<file path="config.mk">
export PLATFORM = sky130hd
export DESIGN_NAME = hazard_controller
export DESIGN_NICKNAME = d
export VERILOG_FILES = /design/src/rtl/hazard_pkg.sv /design/src/rtl/hazard_controller_sat_counter.sv /design/src/rtl/hazard_controller.sv
export SDC_FILE = /design/constraint.sdc
export NUM_CORES = 1
export LEC_CHECK = 0
export BUFFER_PORTS_ARGS = -buffer_cell sky130_fd_sc_hd__buf_2
export CELL_PAD_IN_SITES_DETAIL_PLACEMENT = 0
export CELL_PAD_IN_SITES_GLOBAL_PLACEMENT = 2
export CORE_UTILIZATION = 32
export CTS_CLUSTER_SIZE = 25
export DETAILED_ROUTE_END_ITERATION = 6
export PLACE_DENSITY_LB_ADDON = 0.1
export SYNTH_ARGS = -nofsm -noshare
export SYNTH_HDL_FRONTEND = slang
export SYNTH_SLANG_ARGS = --single-unit
export TNS_END_PERCENT = 20
</file>
<file path="constraint.sdc">
create_clock -name clk -period 2.6 [get_ports clk]
set_input_delay 0.26 -clock clk [delete_from_list [all_inputs] [get_ports clk]]
set_output_delay 0.26 -clock clk [all_outputs]
set_load 0.03 [all_outputs]
</file>
<file path="src/rtl/hazard_pkg.sv">
// hazard_pkg: shared FSM states, forward selects and forwarding helper for the hazard controller
package hazard_pkg;
    typedef enum logic {RUN, MEM_WAIT} state_t;
    localparam logic [1:0] FWD_NONE = 2'b00;
    localparam logic [1:0] FWD_WB   = 2'b01;
    localparam logic [1:0] FWD_MEM  = 2'b10;
    // MEM result is younger than WB, so it wins when both write the same register
    function automatic logic [1:0] fwd_sel(input logic [4:0] rs, input logic mem_we,
                                           input logic [4:0] mem_rd, input logic wb_we,
                                           input logic [4:0] wb_rd);
        return (mem_we && mem_rd != 5'd0 && mem_rd == rs) ? FWD_MEM :
               (wb_we && wb_rd != 5'd0 && wb_rd == rs) ? FWD_WB : FWD_NONE;
    endfunction
endpackage

</file>
<file path="src/rtl/hazard_controller_sat_counter.sv">
// sat_counter: event counter that sticks at all-ones instead of wrapping
module sat_counter #(
    parameter int CNT_W = 32
) (
    input  logic             clk,
    input  logic             reset,
    input  logic             inc,
    output logic [CNT_W-1:0] count
);
    always_ff @(posedge clk or negedge reset)
        if (!reset) count <= '0;
        else if (inc && !(&count)) count <= count + 1'b1;
endmodule

</file>
<file path="src/rtl/hazard_controller.sv">
// hazard_controller: pipeline stall/flush/forward control with memory wait FSM and watchdog
module hazard_controller
    import hazard_pkg::*;
#(
    parameter int CNT_W       = 32,
    parameter int MEM_TIMEOUT = 255
) (
    input  logic             clk,
    input  logic             reset,
    input  logic [4:0]       id_rs1,
    input  logic [4:0]       id_rs2,
    input  logic [4:0]       ex_rs1,
    input  logic [4:0]       ex_rs2,
    input  logic [4:0]       ex_rd,
    input  logic             ex_mem_read,
    input  logic             ex_branch_taken,
    input  logic [4:0]       mem_rd,
    input  logic [4:0]       wb_rd,
    input  logic             mem_reg_write,
    input  logic             wb_reg_write,
    input  logic             mem_req,
    input  logic             mem_ready,
    output logic             stall_pc,
    output logic             stall_if_id,
    output logic             stall_id_ex,
    output logic             stall_ex_mem,
    output logic             clear_if_id,
    output logic             clear_id_ex,
    output logic             clear_mem_wb,
    output logic [1:0]       forward_a,
    output logic [1:0]       forward_b,
    output logic             mem_start,
    output logic             mem_timeout,
    output logic [CNT_W-1:0] stall_cycles,
    output logic [CNT_W-1:0] flush_events
);
    localparam int WD_W = (MEM_TIMEOUT > 1) ? $clog2(MEM_TIMEOUT + 1) : 1;
    localparam logic [WD_W-1:0] WD_LAST = WD_W'(MEM_TIMEOUT - 1);

    state_t          state, next_state;
    logic [WD_W-1:0] wd_cnt;
    logic            timeout_hit, mem_stall, branch_flush, load_use;

    // the cycle that completes MEM_TIMEOUT waits without mem_ready aborts the access
    assign timeout_hit = state == MEM_WAIT && !mem_ready && wd_cnt == WD_LAST;

    always_ff @(posedge clk or negedge reset)
        if (!reset) state <= RUN;
        else state <= next_state;

    always_comb
        next_state = (state == RUN) ? (mem_req ? MEM_WAIT : RUN)
                                    : ((mem_ready || timeout_hit) ? RUN : MEM_WAIT);

    always_comb begin
        mem_stall    = (state == RUN) ? mem_req : (!mem_ready && !timeout_hit);
        branch_flush = !mem_stall && ex_branch_taken;
        load_use     = !mem_stall && !ex_branch_taken && ex_mem_read && ex_rd != 5'd0 &&
                       (ex_rd == id_rs1 || ex_rd == id_rs2);
        stall_pc     = mem_stall || load_use;
        stall_if_id  = mem_stall || load_use;
        stall_id_ex  = mem_stall;
        stall_ex_mem = mem_stall;
        clear_if_id  = branch_flush;
        clear_id_ex  = branch_flush || load_use;
        clear_mem_wb = mem_stall;
        mem_start    = reset && state == RUN && mem_req;
        forward_a    = fwd_sel(ex_rs1, mem_reg_write, mem_rd, wb_reg_write, wb_rd);
        forward_b    = fwd_sel(ex_rs2, mem_reg_write, mem_rd, wb_reg_write, wb_rd);
    end

    always_ff @(posedge clk or negedge reset)
        if (!reset) begin
            wd_cnt      <= '0;
            mem_timeout <= 1'b0;
        end else begin
            wd_cnt <= (state == MEM_WAIT) ? wd_cnt + 1'b1 : '0;
            if (timeout_hit) mem_timeout <= 1'b1;
        end

    sat_counter #(.CNT_W(CNT_W)) u_stall_cnt (
        .clk(clk), .reset(reset), .inc(stall_pc), .count(stall_cycles)
    );

    sat_counter #(.CNT_W(CNT_W)) u_flush_cnt (
        .clk(clk), .reset(reset), .inc(branch_flush), .count(flush_events)
    );
endmodule

</file>
# Word level (Yosys, flattened, before mapping)
# Cells that the tools add are included.
[classes] n_reduce_logical=33 n_bitwise=1 add_sub_neg=3 n_mux=9 n_eq_ne=7
[ops] cell="$add A32 B1 Y32 const B" n=2
[ops] cell="$reduce_and A32 Y1" n=2
[ops] cell="$eq A5 B5 Y1" n=6
[ops] cell="$logic_and A1 B1 Y1" n=18
[ops] cell="$reduce_bool A5 Y1" n=3
[ops] cell="$add A8 B1 Y8 const B" n=1
[ops] cell="$eq A8 B8 Y1 const B" n=1
[ops] cell="$mux W8" n=1
[ops] cell="$logic_not A1 Y1" n=6
[ops] cell="$mux W1" n=6
[ops] cell="$logic_or A1 B1 Y1" n=4
[ops] cell="$mux W2" n=2
[ops] cell="$not A1 Y1" n=1
[word_totals] elab_cells=58 in_bits=43 out_inout_bits=77 reg_bits=74

# Longest topological paths before layout
[depth] depth_word=13 depth_mapped=10 depth_no_buf=9

# Modules after synthesis
# Synthesis repeated with hierarchy kept, for this count alone.
[hier_totals] cells_unflattened=391 hier_area_um2=4055.1
[modules_own_cells] module="sat_counter" cells_per_inst=146 area_per_inst_um2=1580.3 seq_area_each_um2=800.8 n_inst=2
[modules_own_cells] module="hazard_controller" cells_per_inst=99 area_per_inst_um2=894.6 seq_area_each_um2=250.2 n_inst=1

# Worst setup path after synthesis
# OpenSTA, ideal clock, no wires.
[synth_path] path_type="in2out" start="input mem_rd[1]" end="output forward_a[0]" path_buffers=0 stages=4 path_slack_ns=0.143 arrival_time_ns=2.197 t_required_ns=2.340 path_cell_list="or4_1 o21ai_0 nor4_1 nor4_1"
[synth_between] elab_chain_cells=4 elab_cells_between_ends=5 cone_classes="1 x eq/ne; 1 x mux; 3 x reduce/logical"
[synth_lines] element="from (decl)" line="hazard_controller.sv:17" source="input logic [4:0] mem_rd,"
[synth_lines] element="$reduce_bool A5 Y1" line="hazard_pkg.sv:11" source="return (mem_we && mem_rd != 5'd0 && mem_rd == rs) ? FWD_MEM :"
[synth_lines] element="$logic_and A1 B1 Y1" line="hazard_pkg.sv:11"
[synth_lines] element="$logic_and A1 B1 Y1 *" line="hazard_pkg.sv:11"
[synth_lines] element="$mux W2 *" line="hazard_pkg.sv:11"
[synth_lines] element="to (decl)" line="hazard_controller.sv:30" source="output logic [1:0] forward_a,"
# Mark *: on every way between the ends. The rest lies on a longest branch, timed or not.

# Worst setup path in the final report
[layout_path] start="register wd_cnt[1]" end="output stall_pc"
[layout_between] elab_chain_cells=11
[layout_lines] element="from (decl)" line="hazard_controller.sv:41" source="logic [WD_W-1:0] wd_cnt;"
[layout_lines] element="from (signal assigned)" line="hazard_controller.sv:77" source="wd_cnt <= (state == MEM_WAIT) ? wd_cnt + 1'b1 : '0;"
[layout_lines] element="$eq A8 B8 Y1 *" line="hazard_controller.sv:45" source="assign timeout_hit = state == MEM_WAIT && !mem_ready && wd_cnt == WD_LAST;"
[layout_lines] element="$logic_and A1 B1 Y1 *" line="hazard_controller.sv:45"
[layout_lines] element="$logic_not A1 Y1 *" line="hazard_controller.sv:56" source="mem_stall = (state == RUN) ? mem_req : (!mem_ready && !timeout_hit);"
[layout_lines] element="$logic_and A1 B1 Y1 *" line="hazard_controller.sv:56"
[layout_lines] element="$mux W1 *" line="hazard_controller.sv:56"
[layout_lines] element="$logic_not A1 Y1" line="hazard_controller.sv:58" source="load_use = !mem_stall && !ex_branch_taken && ex_mem_read && ex_rd != 5'd0 &&"
[layout_lines] element="$logic_and A1 B1 Y1 (4 in series)" line="hazard_controller.sv:58"
[layout_lines] element="$logic_or A1 B1 Y1 *" line="hazard_controller.sv:60" source="stall_pc = mem_stall || load_use;"
[layout_lines] element="to (decl)" line="hazard_controller.sv:23" source="output logic stall_pc,"
# Marks and branches as above.

==> results.sh <==
export IMPL_status="completed"
export IMPL_worst_ep_arrival_time_ps=2120
export IMPL_ys_ff_latch=74
export IMPL_firstDrtPassIters=4
export IMPL_holdPathStages=4
export IMPL_cp_depth=6
export IMPL_layout_area_overhead_vs_synth_pct=26.8
export IMPL_n_antenna_cell=0
export IMPL_period_needed_ps=2380
export IMPL_crit_end="stall_pc"
export IMPL_synth_cell_types=43
export IMPL_clock_skew_ps=5.09
export IMPL_cap_violations=0
export IMPL_p_leak_nw=2.54
export IMPL_reg2reg_from="u_flush_cnt.count[0]"
export IMPL_cpPeakStageDelay_ps=420
export IMPL_drc=0
export IMPL_synth_edf_count=0
export IMPL_worstSetupPathType="reg2out"
export IMPL_cts_tree="done"
export IMPL_ys_top_cells_by_count="74 x dfrtp_1, 60 x xnor2_1, 39 x nand3_1"
export IMPL_cp_required_ps=2340
export IMPL_port_buffers=119
export IMPL_fillCellCount=1222
export IMPL_hold_violations=0
export IMPL_yosysTopAreaCellShare_pct=45.7
export IMPL_clkPwrFrac_pct=35.8
export IMPL_yosys_warnings=0
export IMPL_postSynthAreaPerCell_um2=10.4
export IMPL_p_int_w=0.00228
export IMPL_numCtsBuffers=9
export IMPL_grt_total_usage_pct=16.5
export IMPL_tightest_slew_ps=684
export IMPL_rsz0062_at_grt="false"
export IMPL_crit_start="wd_cnt[1]"
export IMPL_routed_via_density=4.82
export IMPL_root_buffer="clkbuf_16"
export IMPL_period_share_pct=91.7
export IMPL_power_frac_seq_pct=42.1
export IMPL_synthArstFlopShare_pct=100
export IMPL_timing_slew_headroom_pct=54.1
export IMPL_finalPower_w=0.00332
export IMPL_syn_nets=438
export IMPL_rrSetupSlack_ps=380
export IMPL_switching_share_pct=31.5
export IMPL_drt_iter0_drc=100
export IMPL_endpoint_kind="primary output"
export IMPL_io_pins=120
export IMPL_gp_routability_congestion=0.781
export IMPL_antenna_left=0
export IMPL_fp_dieH_um=115
export IMPL_cp_start_kind="flop"
export IMPL_synth_most_common_cell="dfrtp_1"
export IMPL_wirelength_um=10100
export IMPL_nets=564
export IMPL_crit_buf_inv=2
export IMPL_rows=40
export IMPL_cts_buffer_depth=2
export IMPL_cts_setup_buffers=0
export IMPL_netlist_instances=391
export IMPL_vias=3299
export IMPL_slew_violations=0
export IMPL_final_layout_size_suffix_gt1_share_pct=30.2
export IMPL_antenna_found_initial=0
export IMPL_grt_pass1_vias=3348
export IMPL_grt_max_degree=48
export IMPL_grt_overflow=0
export IMPL_synth_area_leader_cell="dfrtp_1"
export IMPL_share_comb_of_total_power_pct=22.1
export IMPL_core_um2=12200
export IMPL_cpMaxStageDelayCell="dfrtp_1"
export IMPL_clk_latency_ps=340
export IMPL_max_freq_mhz=420
export IMPL_synth_area_leaders="dfrtp_1 46%, xnor2_1 13%, xor2_1 8.2%"
export IMPL_drt_wirelength_per_cell_um=14.7
export IMPL_numClockSinks=74
export IMPL_critPathMaxFanout=27
export IMPL_crit_family="compound AO/OA/AOI/OAI gates"
export IMPL_synth_main_ff_cell="dfrtp_1"
export IMPL_p_switching_w=0.00105
export IMPL_syn_area_um2=4050
export IMPL_ff2ff_path_depth=7
export IMPL_power_density_nw_per_um2=647
export IMPL_cp_cell_sequence="ha_1 -> and4_1 -> a211o_1 -> o21ai_2 -> buf_12 -> buf_2"
export IMPL_hold_path_class="in2reg"
export IMPL_ys_seq_area_share_pct=45.7
export IMPL_grt_pass1_wl_um=16600
export IMPL_h_tree_depth=3
export IMPL_die_area_um2=13100
export IMPL_die_width_um=115
export IMPL_rr_endpoint="u_flush_cnt.count[31]"
export IMPL_setup_viol=0
export IMPL_clkSlewWorstSetupHoldPaths_ps=60
export IMPL_post_route_util_pct=42.2
export IMPL_dp_hpwl_um=7420
export IMPL_vdd_ir_drop_max_mv=0.293
export IMPL_fin_setup_tns_ps=0
export IMPL_initial_core_util_pct=33.3
-- per-layer routing --
layer | routed length [µm] | vias up | GRT usage [%]
li1 | - | 1622 | -
met1 | 4670 | 1586 | 20.6
met2 | 4740 | 81 | 27.2
met3 | 501 | 10 | 5.08
met4 | 133 | 0 | 5.45
met5 | 0 | - | 0
-- stage by stage --
stage / instance area, µm² / setup WS [ps] / std cells / hold slack, ps
finish: 5130 / 217 / 685 / 371
CTS: 5130 / 188 / 685 / 363
detailed placement: 4850 / 353 / 673 / 218
global route: 5130 / 120 / 685 / 387
floorplan: 4050 / 143 / 391 / -35.6
global placement: 4850 / 390 / 673 / 216
-- timing repair --
action / CTS / global route
endpoints found under the setup margin: 0 / 0
resized for setup: 0 / 0
endpoints found under the hold margin: 27 / 0
hold buffers: 1 / 0
-- flip-flops by register name, indices dropped and copies added (netlist names) --
| register | cells |
|---|---|
| wd_cnt | 8 |
| u_stall_cnt.count | 32 |
| mem_timeout | 1 |
| u_flush_cnt.count | 32 |
| state | 1 |
-- worst reg2reg max path: stages (launching register included) --
cell and delay, ps:
dfrtp_1 400, ha_1 210, and4_1 280, nand2b_4 100, or3_4 440, o21a_1 380, nand4_1 210, xnor2_1 130
-- placed cells by master, fill, tap and decap left out, drive strengths merged, types with 3 or more instances in the layout --
cell	instances
nor4	10
ha	4
nand2	23
and3	17
nor2	20
or4	6
nand4	28
nor2b	3
and2	7
o21ai	5
nor3	14
and4	7
clkbuf	10
xor2	38
xnor2	60
inv	6
buf	127
nand3	42
dfrtp	74
-- worst min path at each step --
stage                    startpoint                     to
floorplan                     reset            mem_timeout
global placement              reset              wd_cnt[7]
detailed placement            reset              wd_cnt[6]
CTS                 ex_branch_taken  u_flush_cnt.count[24]
global route        ex_branch_taken  u_flush_cnt.count[24]
finish              ex_branch_taken  u_flush_cnt.count[24]
-- power groups by stage --
stage / clock, W / combinational [W] / sequential, W
global placement: 0 / 0.000744 / 0.00142
detailed placement: 0 / 0.000745 / 0.00142
floorplan: 0 / 0.000317 / 0.00158
global route: 0.00128 / 0.000798 / 0.00142
finish: 0.00119 / 0.000733 / 0.00140
CTS: 0.00125 / 0.000748 / 0.00140
-- final cells by class --
type	instances	area [µm²]	area share, %
Sequential cell	74	1850	36.1
Inverter	6	22.5	0.439
Clock inverter	1	30.0	0.585
Timing Repair Buffer	128	681	13.3
Tap cell	168	210	4.09
Clock buffer	10	239	4.66
Multi-Input combinational cell	298	2100	40.9
-- cells by family after synthesis --
| logic type | Yosys count | synth area share (%) |
|---|---|---|
| buf+inv | 19 | 2.53 |
| compound gates | 9 | 1.51 |
| flops | 74 | 45.7 |
| fa+ha+maj | 4 | 1.24 |
| mux | 1 | 0.278 |
| simple gates | 186 | 27.5 |
| xor+xnor | 98 | 21.2 |
No activity file was read; power rests on OpenSTA's default activity.
